[src/rtl/helios_stage_pkg.sv]
// Stage encodings and address defaults shared by the vertex ports and the edge-link fabric.
package helios_stage_pkg;

   localparam int unsigned STAGE_WIDTH           = 3;
   localparam int unsigned DEFAULT_ADDRESS_WIDTH = 15;
   localparam int unsigned MAX_NEIGHBORS         = 8;

   typedef enum logic [STAGE_WIDTH-1:0] {
      STAGE_IDLE                = 3'd0,
      STAGE_MEASUREMENT_LOADING = 3'd1,
      STAGE_GROW_BOUNDARY       = 3'd2,
      STAGE_SPREAD_CLUSTER      = 3'd3,
      STAGE_SYNDROME_VALIDATION = 3'd4
   } stage_e;

   // Codes outside the defined set collapse to IDLE so they never trigger stage entry logic.
   function automatic stage_e decode_stage(input logic [STAGE_WIDTH-1:0] code);
      case (code)
         3'd1:    return STAGE_MEASUREMENT_LOADING;
         3'd2:    return STAGE_GROW_BOUNDARY;
         3'd3:    return STAGE_SPREAD_CLUSTER;
         3'd4:    return STAGE_SYNDROME_VALIDATION;
         default: return STAGE_IDLE;
      endcase
   endfunction

endpackage

[src/rtl/min_root_select.sv]
// Masked minimum over the roots offered by grown links; a fixed 8-leaf compare tree
// with unused leaves tied invalid.
module min_root_select
   import helios_stage_pkg::*;
#(
   parameter int unsigned NEIGHBOR_COUNT = 4,
   parameter int unsigned ADDRESS_WIDTH  = DEFAULT_ADDRESS_WIDTH
) (
   input  logic [NEIGHBOR_COUNT-1:0]               i_grown,
   input  logic [NEIGHBOR_COUNT*ADDRESS_WIDTH-1:0] i_roots,
   output logic [ADDRESS_WIDTH-1:0]                o_cand,
   output logic                                    o_valid
);

   if (NEIGHBOR_COUNT < 1 || NEIGHBOR_COUNT > MAX_NEIGHBORS) begin : g_bad_count
      $error("min_root_select: NEIGHBOR_COUNT must be 1..8");
   end

   logic [ADDRESS_WIDTH-1:0] w_val3 [8];
   logic                     w_vld3 [8];
   logic [ADDRESS_WIDTH-1:0] w_val2 [4];
   logic                     w_vld2 [4];
   logic [ADDRESS_WIDTH-1:0] w_val1 [2];
   logic                     w_vld1 [2];

   for (genvar g = 0; g < 8; g++) begin : g_leaf
      if (g < NEIGHBOR_COUNT) begin : g_used
         assign w_vld3[g] = i_grown[g];
         assign w_val3[g] = i_roots[g*ADDRESS_WIDTH +: ADDRESS_WIDTH];
      end else begin : g_unused
         assign w_vld3[g] = 1'b0;
         assign w_val3[g] = '0;
      end
   end

   // Left wins ties; an invalid side never wins against a valid one.
   for (genvar g = 0; g < 4; g++) begin : g_lvl2
      logic w_take_left;
      assign w_take_left = w_vld3[2*g] && (!w_vld3[2*g+1] || (w_val3[2*g] <= w_val3[2*g+1]));
      assign w_vld2[g]   = w_vld3[2*g] | w_vld3[2*g+1];
      assign w_val2[g]   = w_take_left ? w_val3[2*g] : w_val3[2*g+1];
   end

   for (genvar g = 0; g < 2; g++) begin : g_lvl1
      logic w_take_left;
      assign w_take_left = w_vld2[2*g] && (!w_vld2[2*g+1] || (w_val2[2*g] <= w_val2[2*g+1]));
      assign w_vld1[g]   = w_vld2[2*g] | w_vld2[2*g+1];
      assign w_val1[g]   = w_take_left ? w_val2[2*g] : w_val2[2*g+1];
   end

   logic w_root_left;
   assign w_root_left = w_vld1[0] && (!w_vld1[1] || (w_val1[0] <= w_val1[1]));
   assign o_valid     = w_vld1[0] | w_vld1[1];
   assign o_cand      = w_root_left ? w_val1[0] : w_val1[1];

endmodule

[src/rtl/vertex_link_port.sv]
// Per-vertex endpoint: loads syndrome, pulses growth once per GROW entry, and
// merges roots / odd parity offered by fully-grown links during SPREAD.
module vertex_link_port
   import helios_stage_pkg::*;
#(
   parameter int unsigned NEIGHBOR_COUNT = 4,
   parameter int unsigned ADDRESS_WIDTH  = DEFAULT_ADDRESS_WIDTH
) (
   input  logic                                    clk,
   input  logic                                    reset,
   input  logic [STAGE_WIDTH-1:0]                  stage,
   input  logic [ADDRESS_WIDTH-1:0]                address,
   input  logic                                    is_defect_in,
   input  logic [NEIGHBOR_COUNT-1:0]               neighbor_fully_grown,
   input  logic [NEIGHBOR_COUNT*ADDRESS_WIDTH-1:0] neighbor_old_root_in,
   input  logic [NEIGHBOR_COUNT-1:0]               neighbor_link_odd,
   output logic                                    increase,
   output logic [ADDRESS_WIDTH-1:0]                root,
   output logic                                    is_odd_cluster,
   output logic                                    busy
);

   stage_e                   w_stage;
   stage_e                   r_stage_d;
   logic                     w_entry;
   logic [ADDRESS_WIDTH-1:0] w_cand;
   logic                     w_cand_valid;
   logic                     w_grown_odd;
   logic                     w_root_lower;
   logic                     w_odd_rises;

   logic [ADDRESS_WIDTH-1:0] r_root;
   logic                     r_is_odd;
   logic                     r_increase;
   logic                     r_busy;

   min_root_select #(
      .NEIGHBOR_COUNT (NEIGHBOR_COUNT),
      .ADDRESS_WIDTH  (ADDRESS_WIDTH)
   ) u_min_root_select (
      .i_grown (neighbor_fully_grown),
      .i_roots (neighbor_old_root_in),
      .o_cand  (w_cand),
      .o_valid (w_cand_valid)
   );

   assign w_stage      = decode_stage(stage);
   assign w_entry      = (w_stage != r_stage_d);
   assign w_grown_odd  = |(neighbor_fully_grown & neighbor_link_odd);
   assign w_root_lower = w_cand_valid && (w_cand < r_root);
   assign w_odd_rises  = w_grown_odd && !r_is_odd;

   always_ff @(posedge clk or negedge reset) begin
      if (!reset) begin
         r_stage_d  <= STAGE_IDLE;
         r_root     <= '0;
         r_is_odd   <= 1'b0;
         r_increase <= 1'b0;
         r_busy     <= 1'b0;
      end else begin
         r_stage_d  <= w_stage;
         r_increase <= 1'b0;
         r_busy     <= 1'b0;
         case (w_stage)
            STAGE_MEASUREMENT_LOADING: begin
               r_root   <= address;
               r_is_odd <= is_defect_in;
            end
            STAGE_GROW_BOUNDARY: begin
               if (w_entry) r_increase <= r_is_odd;
            end
            STAGE_SPREAD_CLUSTER: begin
               // w_grown_odd is zero when no link is grown, so parity needs no extra gating.
               if (w_root_lower) r_root <= w_cand;
               r_is_odd <= r_is_odd | w_grown_odd;
               r_busy   <= w_root_lower | w_odd_rises;
            end
            default: ;
         endcase
      end
   end

   assign increase       = r_increase;
   assign root           = r_root;
   assign is_odd_cluster = r_is_odd;
   assign busy           = r_busy;

endmodule

[config.mk]
export PLATFORM = sky130hd
export DESIGN_NAME = vertex_link_port
export DESIGN_NICKNAME = d
export VERILOG_FILES = /design/src/rtl/helios_stage_pkg.sv /design/src/rtl/min_root_select.sv /design/src/rtl/vertex_link_port.sv
export SDC_FILE = /design/constraint.sdc
export NUM_CORES = 1
export LEC_CHECK = 0
export ABC_AREA = 1
export CORE_MARGIN = 8
export CORE_UTILIZATION = 48
export DETAILED_ROUTE_END_ITERATION = 7
export GPL_TIMING_DRIVEN = 0
export HOLD_SLACK_MARGIN = 0.1
export PLACE_DENSITY_LB_ADDON = 0.3
export SYNTH_ARGS = -nofsm -noshare
export SYNTH_HDL_FRONTEND = slang
export SYNTH_SLANG_ARGS = --single-unit
[constraint.sdc]
create_clock -name clk -period 3.4 [get_ports clk]
set_input_delay 0.51 -clock clk [delete_from_list [all_inputs] [get_ports clk]]
set_output_delay 0.51 -clock clk [all_outputs]
set_load 0.02 [all_outputs]
### Word-level counts from Yosys, hierarchy flattened

Cells that the tools add are included.

* magnitude comparators: 4
* eq/ne operators: 9
* muxes and demuxes: 11
* bitwise gates (word level): 6
* reductions and logical operators: 15

Operator list (number)
* 15-bit 2-to-1 mux: 5
* 15-bit <= comparator: 3
* 15-bit case mux with 2 select lines: 1
* 15-bit < comparator: 1
* 3-bit by 2-bit == test with 1-bit output (second input constant): 4
* 3-bit case mux with 4 select lines: 1
* 3-bit by 1-bit == test with 1-bit output (second input constant): 2
* 1-bit logical AND: 5
* 1-bit OR: 5
* 4-bit bitwise AND: 1
* 1-bit logical NOT: 4
* 4-bit OR reduction: 1
* 3-bit == test (second input constant): 1
* 1-bit logical OR: 3
* 1-bit 2-to-1 mux: 3
* 3-bit inequality test: 1
* 2-bit inequality test (second input constant): 1
* 1-bit case mux with 2 select lines: 1
* 2-bit AND reduction: 1
* 2-bit nonzero test: 1

* flip-flop bits (word level): 21
* input bits: 89
* word-level logic and storage cells: 50

### Logic depth before layout (Yosys ltp)

* word-level depth: 13
* mapped depth: 42
* depth with buffers taken out: 37

### By module

From an unflattened synthesis, not the netlist that was laid out.

* cell total of the unflattened synthesis: 590
* area total of the unflattened synthesis: 3532.1 µm²

By module, submodules not included
* min_root_select: times used 1, cells an instance 374, area each 2072.0 µm², seq. area each 0.0 µm²
* vertex_link_port: times used 1, cells an instance 216, area each 1460.2 µm², seq. area each 525.5 µm²

### Least setup slack after synthesis

No wires, ideal clock.

* path kind: input -> register
* start point: input neighbor_old_root_in[51]
* end point: register r_root[10] (netlist: root[10])
* arrival: 4507 ps
* data required time: 3283 ps
* setup slack: -1224 ps
* stages: 33
* cell sequence: inv_1 > ha_1 > nand2_1 > nor2_1 > nand3b_1 > o21a_1 > nand2_2 > nand2_2 > buf_6 > buf_6 > o21ai_0 > inv_1 > ha_1 > nand2_1 > nor2_2 > nand3_1 > nor2_1 > nor2_1 > nand2_1 > nand2_1 > buf_2 > buf_4 > a21oi_1 > ha_1 > a21oi_1 > nand3b_1 > a21oi_1 > a2111oi_0 > and3_1 > nand2_4 > buf_4 > nand3_1 > nand2_1

* cells in the longest elaborated chain, start to end: 13
* elaborated cells between the ends (all ways): 15

Ends and longest elaborated chain
* start, declared: line vertex_link_port.sv:15 `input logic [NEIGHBOR_COUNT*ADDRESS_WIDTH-1:0] neighbor_old_root_in,`
* 15-bit <= comparator: line min_root_select.sv:39 `assign w_take_left = w_vld3[2*g] && (!w_vld3[2*g+1] || (w_val3[2*g] <= w_val3[2*g+1]));`
* 1-bit logical OR: line min_root_select.sv:39
* 1-bit logical AND: line min_root_select.sv:39
* 15-bit 2-to-1 mux *: line min_root_select.sv:41 `assign w_val2[g] = w_take_left ? w_val3[2*g] : w_val3[2*g+1];`
* 15-bit <= comparator: line min_root_select.sv:46 `assign w_take_left = w_vld2[2*g] && (!w_vld2[2*g+1] || (w_val2[2*g] <= w_val2[2*g+1]));`
* 1-bit logical OR: line min_root_select.sv:46
* 1-bit logical AND: line min_root_select.sv:46
* 15-bit 2-to-1 mux *: line min_root_select.sv:48 `assign w_val1[g] = w_take_left ? w_val2[2*g] : w_val2[2*g+1];`
* 15-bit 2-to-1 mux *: line min_root_select.sv:54 `assign o_cand = w_root_left ? w_val1[0] : w_val1[1];`
* 15-bit < comparator: line vertex_link_port.sv:50 `assign w_root_lower = w_cand_valid && (w_cand < r_root);`
* 1-bit logical AND: line vertex_link_port.sv:50
* 2-bit inequality test (no source line)
* 2-bit AND reduction (no source line)
* end signal, assigned: line vertex_link_port.sv:66 `r_root <= address;`
* end signal, assigned: line vertex_link_port.sv:74 `if (w_root_lower) r_root <= w_cand;`
* end, declared: line vertex_link_port.sv:32 `logic [ADDRESS_WIDTH-1:0] r_root;`

Mark *: on every way between the ends. The rest lies on a longest branch, timed or not. The select of a mux whose other input is x is not followed.
A chain may end at the register's enable or synchronous reset.

### Worst setup path in the final report

* start point: input neighbor_old_root_in[30]
* end point: register r_root[12] (netlist: root[12])

Same word-level chain as after synthesis.

==> qor.csv <==
metric;value;unit
status;finished with violations;
failed_checks;DRC, setup timing;
reg2reg_depth;12;
skew;0.0141;ns
yosys.area.top_type;ha_1;
arrival;6.31;ns
busiest_layer;met2;
port_buffers;106;
r2r_slack;1.02;ns
dp.cells;707;
max_slew_margin;29.3;%
wl_per_cell;30.0;µm
antenna_found_initial;0;
die_x;100;µm
synthFlopType;dfrtp_1;
fp-row-count;30;
htreeDepth;1;
syn_nets;653;
start_util;49.9;%
cap_violations;0;
vias;5507;
max_stage_delay;0.34;ns
crit_required;3.64;ns
place_area;0.00477;mm²
cp_slowest_cell;ha_4;
ir_drop;0.000430;V
post-route-period-util;179;%
ys_seq_area_share;15.4;%
clkTransAtPathRegs;0.10;ns
viasPerCell;6.87;
synth_area_leaders;ha_1, dfrtp_1, nand2_1;
hold_violations;0;
critPathLaunch;neighbor_old_root_in[30];
dp_hpwl;8.66;mm
layout-drive-gt1-share;51.4;%
insertedDiodeCount;0;
slew_violations;0;
drtIter0Drc;1055;
gp_congestion;0.868;
ys_types;37;
cts.path.max_buffers;2;
dr.pass1.iters;8;
stdcell_area;0.00643;mm²
reg2reg_from;root[8];
die_area;0.0100;mm²
cts_buffers;3;
syn_inst;505;
synth-seq-cells;21;
r2r_end;root[12];
postCtsHoldBufs;0;
startpoint_type;input port;
antenna_left;0;
leakage;3.12;nW
clock_sinks;21;
dp_slack;-2.34;ns
p_per_area;399;mW/mm²
crit_path_frequent_cell;nand2_1;
tns;-41.31;ns
final_cells;802;
syn_area_per_cell;6.74;µm²
io_pins;107;
core;0.00683;mm²
cp-endpoint;root[12];
setup_viol;16;
synth.most_common_cell;nand2_1;
hold_class;reg2reg;
worstSetupEndpointType;flip-flop;
synth_top_area_share;21.7;%
routed_wl;24.1;mm
die_h;100;µm
critical_path_peak_fanout;7;
ys_async_sr_fraction;100;%
gr-usage-met3;7.89;%
cts_tree;done;
drc;118;
track_usage;32.2;%
fmax;0.165;GHz
grt_use_met1;34.0;%
synth.cell_area;0.00341;mm²
grt_max_degree;22;
clkLatencyLatePin;0.31;ns
root_buffer;clkbuf_8;
setup_slack;-2.67;ns
area_growth;88.7;%
finalCriticalPeriod;6.07;ns
synth_commonest_cells;nand2_1, inv_1, ha_1, nand3_1, a21oi_1;
grt_pass1_vias;5010;
final_nets;855;
rsz0062_at_grt;true;
grt-ovfl-total;0;
grt_use_met2;53.8;%
synth_edf_count;0;
yosysWarnings;0;
worst_pin_slew;1.06;ns
critical_path_class;in2reg;
grt_pass1_wl;25.6;mm
[worst max-delay path, delay by kind of cell]
family	cells	cell delay [ns]
AND/OR/NAND/NOR	22	2.43
buffers and inverters	9	1.52
AO/OA/AOI/OAI	6	0.98
adder cells (fa/ha/maj)	3	0.85
[power breakdown]
group	switching (mW)	total (mW)	internal, mW
sequential	0.0842	0.409	0.325
combinational	1.10	1.96	0.862
clock	0.113	0.197	0.0838
[metrics by stage]
| stage | utilization [%] | power (mW) | hold slack (ns) |
|---|---|---|---|
| final | 94.1 | 2.57 | 0.535 |
| after global routing | 94.1 | 2.64 | 0.580 |
| after CTS | 86.6 | 1.97 | 0.535 |
| after detailed placement | 69.8 | 1.54 | 0.519 |
| after global placement | 69.8 | 1.50 | 0.504 |
| after floorplan | - | 1.10 | 0.214 |
[placed cells by master (no fill, tap or decap), drive strengths merged, types with 2 or more instances in the layout]
master and instances:
nand2 148, buf 133, inv 96, ha 59, clkdlybuf4s50 46, o21ai 43, a21oi 32, nand3 28
nor2 25, dfrtp 21, dlygate4sd2 15, mux2 14, clkdlybuf4s15 11, clkbuf 8, nand4 7, nand3b 3
o211a 3, a21o 2, nor3 2
[state kept, by name, summed over array words and instances, names as in the netlist]
| name | flops |
|---|---|
| root | 15 |
| r_stage_d | 3 |
| busy | 1 |
| increase | 1 |
| is_odd_cluster | 1 |
[cell type report]
| class | count | area (µm²) |
|---|---|---|
| clock inverters | 1 | 7.51 |
| multi-input cells | 374 | 3470 |
| well taps | 96 | 120 |
| clock buffers | 3 | 41.3 |
| fillers | 203 | 404 |
| inverters | 97 | 394 |
| repair buffers | 197 | 1720 |
| plain buffers | 13 | 156 |
| flip-flops and latches | 21 | 526 |
[cells by family (layout without fill, tap and decap cells)]
family / after synthesis / in the layout / synth area share, %
buf+inv: 110 / 311 / 14.3
fa+ha+maj: 59 / 59 / 21.7
compound gates: 84 / 84 / 15.5
simple gates: 215 / 215 / 28.0
mux: 15 / 15 / 4.92
flops: 21 / 21 / 15.4
xor+xnor: 1 / 1 / 0.257
[per-layer routing]
| metal | up-vias | part of all wire, % |
|---|---|---|
| met3 | 314 | 16 |
| met2 | 722 | 41 |
| met1 | 2434 | 31 |
| met4 | 2 | 12 |
| met5 | - | 0.16 |
| li1 | 2035 | - |
[worst min-delay path by stage]
stage	slack [ns]	endpoint	from	cells after the start
3_5_place_dp	0.52	busy	is_odd_cluster	1
2_1_floorplan	0.21	busy	reset	0
3_3_place_gp	0.50	busy	is_odd_cluster	1
4_1_cts	0.54	busy	is_odd_cluster	1
6_report	0.54	busy	is_odd_cluster	1
5_1_grt	0.58	busy	is_odd_cluster	1
[what timing repair did]
action | 4_1_cts | 5_1_grt
pin swaps | 67 | 56
endpoints found under the setup margin | 16 | 16
cloned | 4 | 0
buffers inserted | 70 | 19
gates resized for setup | 312 | 95
No activity file was read; power rests on OpenSTA's default activity.
